$ cat src/rtl/bp_pkg.sv
// Shared constants, FSM encoding and helpers for the blood-pressure averager.
package bp_pkg;

  localparam int BP_W          = 9;
  localparam int CNT_W         = 8;
  localparam int MAX_BP_DEF    = 300;
  localparam int SPIKE_THR_DEF = 40;

  // FILL: window still filling, no output updates. RUN: window full.
  typedef enum logic {
    ST_FILL = 1'b0,
    ST_RUN  = 1'b1
  } bp_state_e;

  // Increment that sticks at all-ones.
  function automatic logic [CNT_W-1:0] sat_inc(input logic [CNT_W-1:0] v);
    return (v == '1) ? v : v + 1'b1;
  endfunction

endpackage

$ cat src/rtl/bp_averager_if.sv
// Sample-in / BP-out bundle between the raw sample source and the averager.
//
// Handshake: sample_valid qualifies sample for exactly one clk cycle. There is
// no ready; every valid beat is taken unless flush is high in the same cycle.
// On the output side bp_valid is a one-cycle pulse qualifying a new bp_out;
// bp_out is held stable between pulses. bp_stable is a level, not a pulse.
interface bp_averager_if;

  logic                     sample_valid;
  logic [bp_pkg::BP_W-1:0]  sample;
  logic                     flush;
  logic [bp_pkg::BP_W-1:0]  bp_out;
  logic                     bp_valid;
  logic                     bp_stable;
  logic [bp_pkg::CNT_W-1:0] clamp_cnt;
  logic [bp_pkg::CNT_W-1:0] spike_cnt;

  // Sample source / BP consumer side.
  modport master (
    output sample_valid, sample, flush,
    input  bp_out, bp_valid, bp_stable, clamp_cnt, spike_cnt
  );

  // Averager side.
  modport slave (
    input  sample_valid, sample, flush,
    output bp_out, bp_valid, bp_stable, clamp_cnt, spike_cnt
  );

endinterface

$ cat src/rtl/bp_ring_buf.sv
// N x BP_W circular sample store with wrapping write pointer. The entry at
// the write pointer is the oldest sample, i.e. the one the next write evicts.
module bp_ring_buf
  import bp_pkg::*;
#(
  parameter int LOG2N = 3
) (
  input  logic            clk,
  input  logic            rst_n,
  input  logic            clear,
  input  logic            wr_en,
  input  logic [BP_W-1:0] wr_data,
  output logic [BP_W-1:0] oldest
);

  localparam int N = 1 << LOG2N;

  logic [BP_W-1:0]  mem_q [N];
  logic [BP_W-1:0]  mem_d [N];
  logic [LOG2N-1:0] wp_q, wp_d;

  // Next storage contents and pointer; N is a power of two so wrap is free.
  always_comb begin
    mem_d = mem_q;
    wp_d  = wp_q;
    if (clear) begin
      wp_d = '0;
    end else if (wr_en) begin
      mem_d[wp_q] = wr_data;
      wp_d        = wp_q + 1'b1;
    end
  end

  // Write pointer register.
  always_ff @(posedge clk or negedge rst_n) begin
    if (!rst_n) wp_q <= '0;
    else        wp_q <= wp_d;
  end

  // Storage has no reset; contents are only read once the window refills.
  always_ff @(posedge clk) begin
    mem_q <= mem_d;
  end

  assign oldest = mem_q[wp_q];

endmodule

$ cat src/rtl/bp_averager.sv
// Clamping sliding-window BP averager feeding the ADH stage.
// Optional outlier rejection in RUN is enabled by defining BP_SPIKE_REJECT_EN.
module bp_averager
  import bp_pkg::*;
#(
  parameter int LOG2N     = 3,
  parameter int MAX_BP    = MAX_BP_DEF,
  parameter int SPIKE_THR = SPIKE_THR_DEF
) (
  input  logic          clk,
  input  logic          rst_n,
  bp_averager_if.slave  bus,
  output bp_state_e     dbg_state
);

  localparam int               SUM_W = BP_W + LOG2N;
  localparam logic [BP_W-1:0]  MAX_V = BP_W'(MAX_BP);
  localparam logic [LOG2N-1:0] LAST  = LOG2N'((1 << LOG2N) - 1);

  bp_state_e         state_q, state_d;
  logic [SUM_W-1:0]  sum_q, sum_d;
  logic [LOG2N-1:0]  cnt_q, cnt_d;
  logic              stable_q, stable_d;
  logic              pend_q, pend_d;
  logic [BP_W-1:0]   out_q, out_d;
  logic              valid_q, valid_d;
  logic [CNT_W-1:0]  clamp_q, clamp_d;

  logic              accept, is_clamp, reject, take;
  logic [BP_W-1:0]   s;
  logic [BP_W-1:0]   oldest;

  assign accept   = bus.sample_valid & ~bus.flush;
  assign is_clamp = bus.sample > MAX_V;
  assign s        = is_clamp ? MAX_V : bus.sample;
  assign take     = accept & ~reject;

`ifdef BP_SPIKE_REJECT_EN
  logic [BP_W-1:0]  diff;
  logic [CNT_W-1:0] spike_q, spike_d;

  // Outlier test against the currently published mean, RUN only.
  always_comb begin
    diff    = (s > out_q) ? (s - out_q) : (out_q - s);
    reject  = accept & (state_q == ST_RUN) & (diff > BP_W'(SPIKE_THR));
    spike_d = reject ? sat_inc(spike_q) : spike_q;
  end

  // Rejected-sample counter.
  always_ff @(posedge clk or negedge rst_n) begin
    if (!rst_n) spike_q <= '0;
    else        spike_q <= spike_d;
  end

  assign bus.spike_cnt = spike_q;
`else
  assign reject        = 1'b0;
  assign bus.spike_cnt = '0;
`endif

  bp_ring_buf #(.LOG2N(LOG2N)) u_ring (
    .clk     (clk),
    .rst_n   (rst_n),
    .clear   (bus.flush),
    .wr_en   (take),
    .wr_data (s),
    .oldest  (oldest)
  );

  // FSM next state, accumulator, stage-2 output update and clamp counter.
  always_comb begin
    state_d  = state_q;
    sum_d    = sum_q;
    cnt_d    = cnt_q;
    stable_d = stable_q;
    pend_d   = 1'b0;
    out_d    = out_q;
    valid_d  = 1'b0;
    clamp_d  = (accept && is_clamp) ? sat_inc(clamp_q) : clamp_q;
    if (bus.flush) begin
      // Restart window; a pending output update is dropped, bp_out held.
      state_d  = ST_FILL;
      sum_d    = '0;
      cnt_d    = '0;
      stable_d = 1'b0;
    end else begin
      if (pend_q) begin
        out_d   = sum_q[SUM_W-1:LOG2N];
        valid_d = 1'b1;
      end
      if (take) begin
        unique case (state_q)
          ST_FILL: begin
            sum_d = sum_q + SUM_W'(s);
            cnt_d = cnt_q + 1'b1;
            if (cnt_q == LAST) begin
              state_d  = ST_RUN;
              stable_d = 1'b1;
              pend_d   = 1'b1;
            end
          end
          ST_RUN: begin
            sum_d  = sum_q - SUM_W'(oldest) + SUM_W'(s);
            pend_d = 1'b1;
          end
          default: state_d = ST_FILL;
        endcase
      end
    end
  end

  // State and output registers.
  always_ff @(posedge clk or negedge rst_n) begin
    if (!rst_n) begin
      state_q  <= ST_FILL;
      sum_q    <= '0;
      cnt_q    <= '0;
      stable_q <= 1'b0;
      pend_q   <= 1'b0;
      out_q    <= '0;
      valid_q  <= 1'b0;
      clamp_q  <= '0;
    end else begin
      state_q  <= state_d;
      sum_q    <= sum_d;
      cnt_q    <= cnt_d;
      stable_q <= stable_d;
      pend_q   <= pend_d;
      out_q    <= out_d;
      valid_q  <= valid_d;
      clamp_q  <= clamp_d;
    end
  end

  assign bus.bp_out    = out_q;
  assign bus.bp_valid  = valid_q;
  assign bus.bp_stable = stable_q;
  assign bus.clamp_cnt = clamp_q;
  assign dbg_state     = state_q;

endmodule
$ cat src/flat_wrapper.sv
// flat-port wrapper written by rule: the top's interface ports become plain ports
module bp_averager_flat import bp_pkg::*;
#(
  parameter int LOG2N     = 3,
  parameter int MAX_BP    = MAX_BP_DEF,
  parameter int SPIKE_THR = SPIKE_THR_DEF
)
  (clk, rst_n, dbg_state, bus_sample_valid, bus_sample, bus_flush, bus_bp_out, bus_bp_valid, bus_bp_stable, bus_clamp_cnt, bus_spike_cnt);
  bp_averager_if bus_i ();
  input  logic clk;
  input  logic rst_n;
  output bp_state_e dbg_state;
  input wire logic [$bits(bus_i.sample_valid)-1:0] bus_sample_valid;
  input wire logic [$bits(bus_i.sample)-1:0] bus_sample;
  input wire logic [$bits(bus_i.flush)-1:0] bus_flush;
  output wire logic [$bits(bus_i.bp_out)-1:0] bus_bp_out;
  output wire logic [$bits(bus_i.bp_valid)-1:0] bus_bp_valid;
  output wire logic [$bits(bus_i.bp_stable)-1:0] bus_bp_stable;
  output wire logic [$bits(bus_i.clamp_cnt)-1:0] bus_clamp_cnt;
  output wire logic [$bits(bus_i.spike_cnt)-1:0] bus_spike_cnt;
  assign bus_i.sample_valid = bus_sample_valid;
  assign bus_i.sample = bus_sample;
  assign bus_i.flush = bus_flush;
  assign bus_bp_out = bus_i.bp_out;
  assign bus_bp_valid = bus_i.bp_valid;
  assign bus_bp_stable = bus_i.bp_stable;
  assign bus_clamp_cnt = bus_i.clamp_cnt;
  assign bus_spike_cnt = bus_i.spike_cnt;
  bp_averager #(.LOG2N(LOG2N), .MAX_BP(MAX_BP), .SPIKE_THR(SPIKE_THR)) u_core (.clk(clk), .rst_n(rst_n), .bus(bus_i), .dbg_state(dbg_state));
endmodule
$ cat config.mk
export PLATFORM = sky130hd
export DESIGN_NAME = bp_averager_flat
export DESIGN_NICKNAME = d
export VERILOG_FILES = /design/src/rtl/bp_pkg.sv /design/src/rtl/bp_averager_if.sv /design/src/rtl/bp_ring_buf.sv /design/src/rtl/bp_averager.sv /design/src/flat_wrapper.sv
export SDC_FILE = /design/constraint.sdc
export NUM_CORES = 1
export LEC_CHECK = 0
export CAP_MARGIN = 30
export CELL_PAD_IN_SITES_DETAIL_PLACEMENT = 1
export CELL_PAD_IN_SITES_GLOBAL_PLACEMENT = 1
export CORE_ASPECT_RATIO = 0.5
export CORE_UTILIZATION = 43
export DETAILED_ROUTE_END_ITERATION = 10
export PLACE_DENSITY_LB_ADDON = 0.25
export SYNTH_ARGS = -nofsm -noshare
export SYNTH_HDL_FRONTEND = slang
export SYNTH_SLANG_ARGS = --single-unit
$ cat constraint.sdc
create_clock -name clk -period 9.8 [get_ports clk]
set_clock_uncertainty 0.05 [all_clocks]
set_input_delay 1.96 -clock clk [delete_from_list [all_inputs] [get_ports clk]]
set_output_delay 1.96 -clock clk [all_outputs]
set_load 0.01 [all_outputs]
==> qor_table.md, run 1 <==
| Group | Quantity | Reported |
|:---|:---|:---|
| outcome | Outcome | finished, final reports clean |
| drt | Post-detailed-route via-to-cell ratio | 5.590 |
| clocking | CTS Buf Count | 9 |
| drt | Vias after detailed routing | 3751 |
| synthesis | Most used DFF post-synth | edfxtp_1 |
| clocking | TritonCTS clock tree | done |
| sta | Slack of the critical path | 4.164 ns |
| critical path | Startpoint type of the worst setup path | primary input |
| power | Power density cells | 184.7 mW/mm^2 |
| sta | Finish-stage setup viols | 0 |
| sta | Actual transition at the worst max-transition pin | 0.9572 ns |
| clocking | Number of buffers added for setup after CTS | 0 |
| floorplan | Die outline width | 166.7 um |
| synthesis | Total of flip-flops plus latches after synthesis | 111 |
| critical path | Endpoint required time on the critical path | 9.98 ns |
| synthesis | Number of synthesized flops with an enable pin | 72 |
| synthesis | Average size of a mapped cell | 12.68 sq um |
| drt | DR DRC count | 0 |
| critical path | Peak per-stage delay on the critical path | 0.63 ns |
| sta | Period Utilization, post-route | 57.51% |
| place | Detailed-placement wirelength estimate | 10.06 mm |
| critical path | Critical path endpoint category | flop |
| clocking | CTS Hold Bufs | 0 |
| sta | Relative max-transition margin | 35.95% |
| clocking | Maximum clock path buffer count | 2 |
| synthesis | Sequential area share after synthesis | 53.80% |
| power | LEAKAGE | 0.002589 uW |
| critical path | Critical path arrival | 5.82 ns |
| floorplan | Die height | 84.36 um |
| layout | Share of cells above drive strength 1 | 11.98% |
| critical path | Slowest library cell on the worst path | clkdlybuf4s50_1 |
| synthesis | Post-synthesis cell type count | 54 |
| layout | Leading cell type in the layout, fill and taps excluded | edfxtp_1 |
| place | Port Buffer Count | 32 |
| floorplan | Core footprint | 0.01295 sq mm |
| global route | Global-route wire length before repair | 22.34 mm |
| power | Worst vdd ir | 106.7 uV |
| sta | Max-slew violation count | 0 |
| clocking | Later-pin clock latency in the skew report | 0.35 ns |
| global route | Via count of the first global-routing pass | 3938 |
| layout | Count of inserted antenna diode cells | 0 |
| drt | Wirelength per Cell | 20.76 um |
| drt | DRT Pass-1 Iters | 4 |
| run | Max-capacitance violation count | 0 |
| floorplan | Starting density of the core | 45.03% |
| layout | Final-stage net count | 545 |
| global route | Largest net degree at the start of global routing | 40 |
| sta | RSZ-0062 raised after global routing | false |
| place | Pre-CTS setup slack | 3.769 ns |
| layout | Final Instance Area | 0.006650 sq mm |
| synthesis | Asr flop ratio synth | 35.14% |
| synthesis | Number of warnings issued by yosys | 0 |
| sta | Fin Setup TNS | 0 ns |
| critical path | Cell-by-cell trace of the critical path | clkdlybuf4s50_1 > nand4_1 > a2bb2oi_1 > nand2_1 > inv_1 > fa_1 > inv_1 > fa_1 > nand2b_1 > a21oi_1 > o21a_1 > o41ai_1 > xor2_1 > a2111oi_2 |
| sta | Minimum period implied by the final worst setup slack | 5.636 ns |
| place | Dpl cell area | 0.006341 sq mm |
| global route | Global routing usage summed across all routing layers | 21.15% |
| drt | Detailed router's first-iteration violation count | 352 |
| layout | Area Overhead vs Synth | 14.01% |
| clocking | Clock slew at reported path FFs | 0.07 ns |
| sta | Worst slack on hold paths | 0.4357 ns |
| layout | Fillers | 1297 |
| floorplan | Floorplan die area | 0.01406 sq mm |
| clocking | Gates resized, CTS repair | 0 |
| worst hold path | Class of the tightest hold or removal check | reg -> reg |
| clocking | Clock tree sinks | 111 |
| layout | Most used cells in the layout excluding fill and tap cells | 72 x edfxtp_1, 39 x dfrtp_1, 35 x nor2_1 |
| layout | Area taken by flip-flops and latches | 0.003138 sq mm |
| synthesis | Area of the mapped netlist | 0.005833 sq mm |
| floorplan | Number of placed I/O pins | 41 |
| sta | Final hold violations | 0 |
| global route | GRT overflow | 0 |
| clocking | H-tree depth | 3 |
| layout | Area of combinational cells with multiple inputs | 0.002494 sq mm |
| floorplan | Std cell rows | 29 |
| critical path | Type of the setup path with the least slack | in -> reg |
| sta | F_max | 0.1774 GHz |
| drt | Total routed wirelength | 13.93 mm |
| drt | Antenna-violating nets left | 0 |
| critical path | Worst Path Max Fanout | 13 |
| clocking | CTS root buffer | clkbuf_16 |
| synthesis | Gate count of the mapped netlist | 460 |
| place | Final weighted congestion in routability-driven placement | 0.7996 |
| global route | Antenna violations before repair | 0 |
[critical path, delay by kind of cell]
kind	cells	cell delay, ns
simple gates	3	0.55
buf+inv	3	1.03
xor+xnor	1	0.13
fa+ha+maj	2	0.68
compound gates	5	1.48
[flip-flops by register name, summed over array words and instances (netlist names)]
name / flops
u_core.bus.clamp_cnt: 8
u_core.dbg_state: 1
u_core.u_ring.mem_q: 72
u_core.sum_q: 12
u_core.u_ring.wp_q: 3
u_core.pend_q: 1
u_core.cnt_q: 3
u_core.bus.bp_valid: 1
u_core.bus.bp_stable: 1
u_core.bus.bp_out: 9
[cell usage after synthesis (all sizes together), types with 5 or more instances]
cell type	instances	area, sq um
nor2b	5	38.78
inv	31	116.4
buf	12	77.58
xnor2	12	105.1
nand3	5	25.02
a21o	6	45.04
fa	10	200.2
ha	26	325.3
mux4	18	405.4
o21ai	17	85.08
mux2	11	123.9
xor2	7	61.31
clkbuf	12	45.04
nand2	32	120.1
edfxtp	72	2162
nand2b	12	75.07
nor2	35	131.4
dfrtp	39	975.9
a21oi	17	85.08
nand4	5	31.28
mux2i	11	110.1
a211oi	12	90.09
nor3	11	55.05
[path summary, 6_finish.rpt]
path	end	from	slack, ns	cells after the start
setup / recovery	u_core.sum_q[8]	bus_sample[8]	4.16	14
hold / removal	u_core.bus.bp_out[4]	u_core.bus.bp_out[4]	0.44	2
setup reg to reg	u_core.sum_q[8]	u_core.u_ring.wp_q[1]	5.75	11
hold reg to reg	u_core.bus.bp_out[4]	u_core.bus.bp_out[4]	0.44	2
max in group asynchronous	u_core.bus.bp_out[3]	rst_n	7.93	2
min in group asynchronous	u_core.bus.clamp_cnt[1]	rst_n	1.35	1
[cells by family (layout without fill, tap and decap cells)]
| group | count (synthesis) | in the layout | synth area share, % |
|---|---|---|---|
| AOI/OAI and AO/OA | 82 | 82 | 9.781 |
| xor gates and xnor gates | 19 | 19 | 2.853 |
| adders and majority gates | 36 | 36 | 9.009 |
| buffers and inverters | 55 | 89 | 4.097 |
| DFF | 111 | 111 | 53.80 |
| muxes | 40 | 40 | 10.96 |
| other | 1 | 8 | 0.06429 |
| and+or+nand+nor | 116 | 116 | 9.438 |
[per-stage QoR]
step                      std cells  total power (uW)  util [%]
final                           671              1228     51.34
after global routing            671              1286     51.34
after CTS                       670              1234     51.18
after detailed placement        654             869.0     48.95
after global placement          653             862.6     48.91
after floorplan                 467             773.6         -
[power breakdown]
group / leakage [uW] / switching, uW / internal [uW]
logic: 0.00127 / 177 / 139
clock network: 0.000141 / 185 / 180
registers: 0.00118 / 27.1 / 521
total: 0.00259 / 388 / 840
[layout make-up]
cell class	instances	share of cell area [%]
Timing Repair Buffer	42	6.021
Tap cell	170	3.198
Clock inverter	6	0.9031
Sequential cell	111	47.19
Multi-Input combinational cell	301	37.50
Inverter	31	1.750
Clock buffer	10	3.443
[routing by layer]
metal  wire [um]  global-route usage, %  vias up
met1        6850                  30.64     1916
met3         607                  3.725       11
met4         134                  4.630        0
met5           0                      0        -
li1            -                      -     1747
met2        6338                  33.54       77
Note: power is estimated with default switching activity, not from simulation.
==> run 2: changes to the inputs <==
==> constraint.sdc (replaced) <==
create_clock -name clk -period 5.5 [get_ports clk]
set_clock_uncertainty 0.05 [all_clocks]
set_input_delay 1.1 -clock clk [delete_from_list [all_inputs] [get_ports clk]]
set_output_delay 1.1 -clock clk [all_outputs]
set_load 0.01 [all_outputs]
==> run 2 against run 1 <==
Effect of this change: clock power is 78% higher; setup slack worse by 3.6 ns; die area stayed put; first-iteration DRC count is 47% lower; global-route usage is 0.94 points higher; register-to-register slack worse by 4.6 ns; highest routed layer unchanged.
==> qor_table.md, run 2 (synthesis gave the netlist of run 1 again) <==
| Group | Quantity | Reported |
|:---|:---|:---|
| sta | Relative max-transition margin | 35.63% |
| sta | RSZ-0062 raised after global routing | false |
| sta | Period Utilization, post-route | 90.34% |
| sta | Finish-stage setup viols | 0 |
| critical path | Critical path arrival | 5.15 ns |
| layout | Final cell utilization of the core | 51.51% |
| worst hold path | Start point of the worst min-delay path | u_core.bus.bp_out[7] |
| drt | Post-detailed-route via-to-cell ratio | 5.694 |
| clocking | Clock slew at reported path FFs | 0.08 ns |
| global route | Largest net degree at the start of global routing | 40 |
| worst hold path | Worst Hold Path Cells | 2 |
| critical path | Startpoint type of the worst setup path | primary input |
| floorplan | Number of placed I/O pins | 41 |
| global route | Antenna violations before repair | 0 |
| place | Final weighted congestion in routability-driven placement | 0.7788 |
| sta | Max-slew violation count | 0 |
| global route | GRT overflow | 0 |
| clocking | Number of buffers added for setup after CTS | 0 |
| clocking | Maximum clock path buffer count | 2 |
| sta | Minimum period implied by the final worst setup slack | 4.969 ns |
| critical path | Critical path endpoint category | flop |
| clocking | CTS Hold Bufs | 0 |
| clocking | Later-pin clock latency in the skew report | 0.35 ns |
| layout | Register name with the most flops | u_core.u_ring.mem_q |
| sta | Fin Setup TNS | 0 ns |
| drt | Total routed wirelength | 14.52 mm |
| place | Port Buffer Count | 32 |
| worst hold path | Class of the tightest hold or removal check | reg -> reg |
| power | LEAKAGE | 0.002604 uW |
| drt | Antenna-violating nets left | 0 |
| place | Detailed-placement wirelength estimate | 10.45 mm |
| power | Worst vdd ir | 156.3 uV |
| global route | Global routing usage summed across all routing layers | 22.09% |
| sta | Actual transition at the worst max-transition pin | 0.9582 ns |
| critical path | Type of the setup path with the least slack | in -> reg |
| sta | Final hold violations | 0 |
| layout | Most used cells in the layout excluding fill and tap cells | 72 x edfxtp_1, 39 x dfrtp_1, 35 x nor2_1 |
| clocking | CTS root buffer | clkbuf_16 |
| floorplan | Std cell rows | 29 |
| drt | DRT Pass-1 Iters | 4 |
| outcome | Outcome | finished, final reports clean |
| clocking | CTS Buf Count | 9 |
| clocking | Clock tree sinks | 111 |
| critical path | Reg2Reg Depth | 14 |
| layout | Area Overhead vs Synth | 14.39% |
| global route | Global-route wire length before repair | 23.05 mm |
| floorplan | Floorplan die area | 0.01406 sq mm |
| layout | Final-stage net count | 548 |
| critical path | Endpoint required time on the critical path | 5.68 ns |
| critical path | Worst Path Max Fanout | 10 |
| layout | Fillers | 1321 |
| floorplan | Die outline width | 166.7 um |
| critical path | Reg-to-Reg Start | u_core.u_ring.wp_q[0] |
| floorplan | Core footprint | 0.01295 sq mm |
| clocking | Gates resized, CTS repair | 0 |
| drt | DR DRC count | 0 |
| layout | Count of inserted antenna diode cells | 0 |
| floorplan | Starting density of the core | 45.03% |
| clocking | H-tree depth | 3 |
| power | Power density cells | 329.1 mW/mm^2 |
| run | Max-capacitance violation count | 0 |
| sta | Worst slack on hold paths | 0.4355 ns |
| layout | Share of cells above drive strength 1 | 12.30% |
| floorplan | Die height | 84.36 um |
| clocking | TritonCTS clock tree | done |
| layout | Leading cell type in the layout, fill and taps excluded | edfxtp_1 |
| sta | F_max | 0.2013 GHz |
| drt | Detailed router's first-iteration violation count | 185 |
| drt | Wirelength per Cell | 21.54 um |
| drt | Vias after detailed routing | 3838 |
| global route | Via count of the first global-routing pass | 4150 |
| critical path | Reg-to-reg slack, setup | 1.12 ns |
| worst hold path | End point of the worst hold path | u_core.bus.bp_out[7] |
| layout | Flip-flop count of the largest register after layout | 72 |
| critical path | Endpoint of the worst-slack reg-to-reg timing path | u_core.sum_q[10] |
==> run 2: worst max-delay path, cell delays in order <==
cell and delay, ns:
clkdlybuf4s50_1 0.45, a211o_1 0.33, a2bb2oi_1 0.49, and2_1 0.50
fa_1 0.50, ha_1 0.39, a2111oi_0 0.58, a21oi_1 0.16
nand2_1 0.21, a31o_1 0.19, nor4_1 0.05, nand4b_1 0.19
==> run 2: per-stage QoR <==
stage	setup slack (ns)	area, sq um	total power (uW)	cells
floorplan	1.454	5859	1378	467
global placement	0.5408	6361	1536	657
detailed placement	0.3523	6361	1555	657
CTS	0.5528	6653	2210	673
global route	0.3242	6673	2298	674
finish	0.5314	6673	2196	674
==> run 2: power by group <==
group	switching (uW)	internal, uW
logic	320	246
clock network	327	320
registers	52.6	929
==> run 2: layer usage <==
layer | GRT usage [%] | vias up | share of wire (%)
li1 | - | 1756 | -
met1 | 29.13 | 1982 | 46
met2 | 37.55 | 79 | 48
met3 | 4.998 | 21 | 4.3
met4 | 5.051 | 0 | 1.3
met5 | 0 | - | 0
==> run 2: cell type report <==
class                   count  area, sq um  area share (%)
clock buffers              10        229.0           3.431
repair buffers             45        425.4           6.375
well taps                 170        212.7           3.188
clock inverters             6        62.56          0.9376
inverters                  31        116.4           1.744
flip-flops and latches    111         3138           47.03
multi-input cells         301         2489           37.30
==> run 2: worst max path at each step <==
stage                     cells after the start  slack, ns          start          endpoint
final                                        12       0.53  bus_sample[5]  u_core.sum_q[11]
after global routing                         12       0.32  bus_sample[5]  u_core.sum_q[11]
after CTS                                    12       0.55  bus_sample[5]  u_core.sum_q[11]
after detailed placement                     14       0.35  bus_sample[5]   u_core.sum_q[8]
after global placement                       14       0.54  bus_sample[5]   u_core.sum_q[8]
after floorplan                              13       1.45  bus_sample[5]   u_core.sum_q[8]
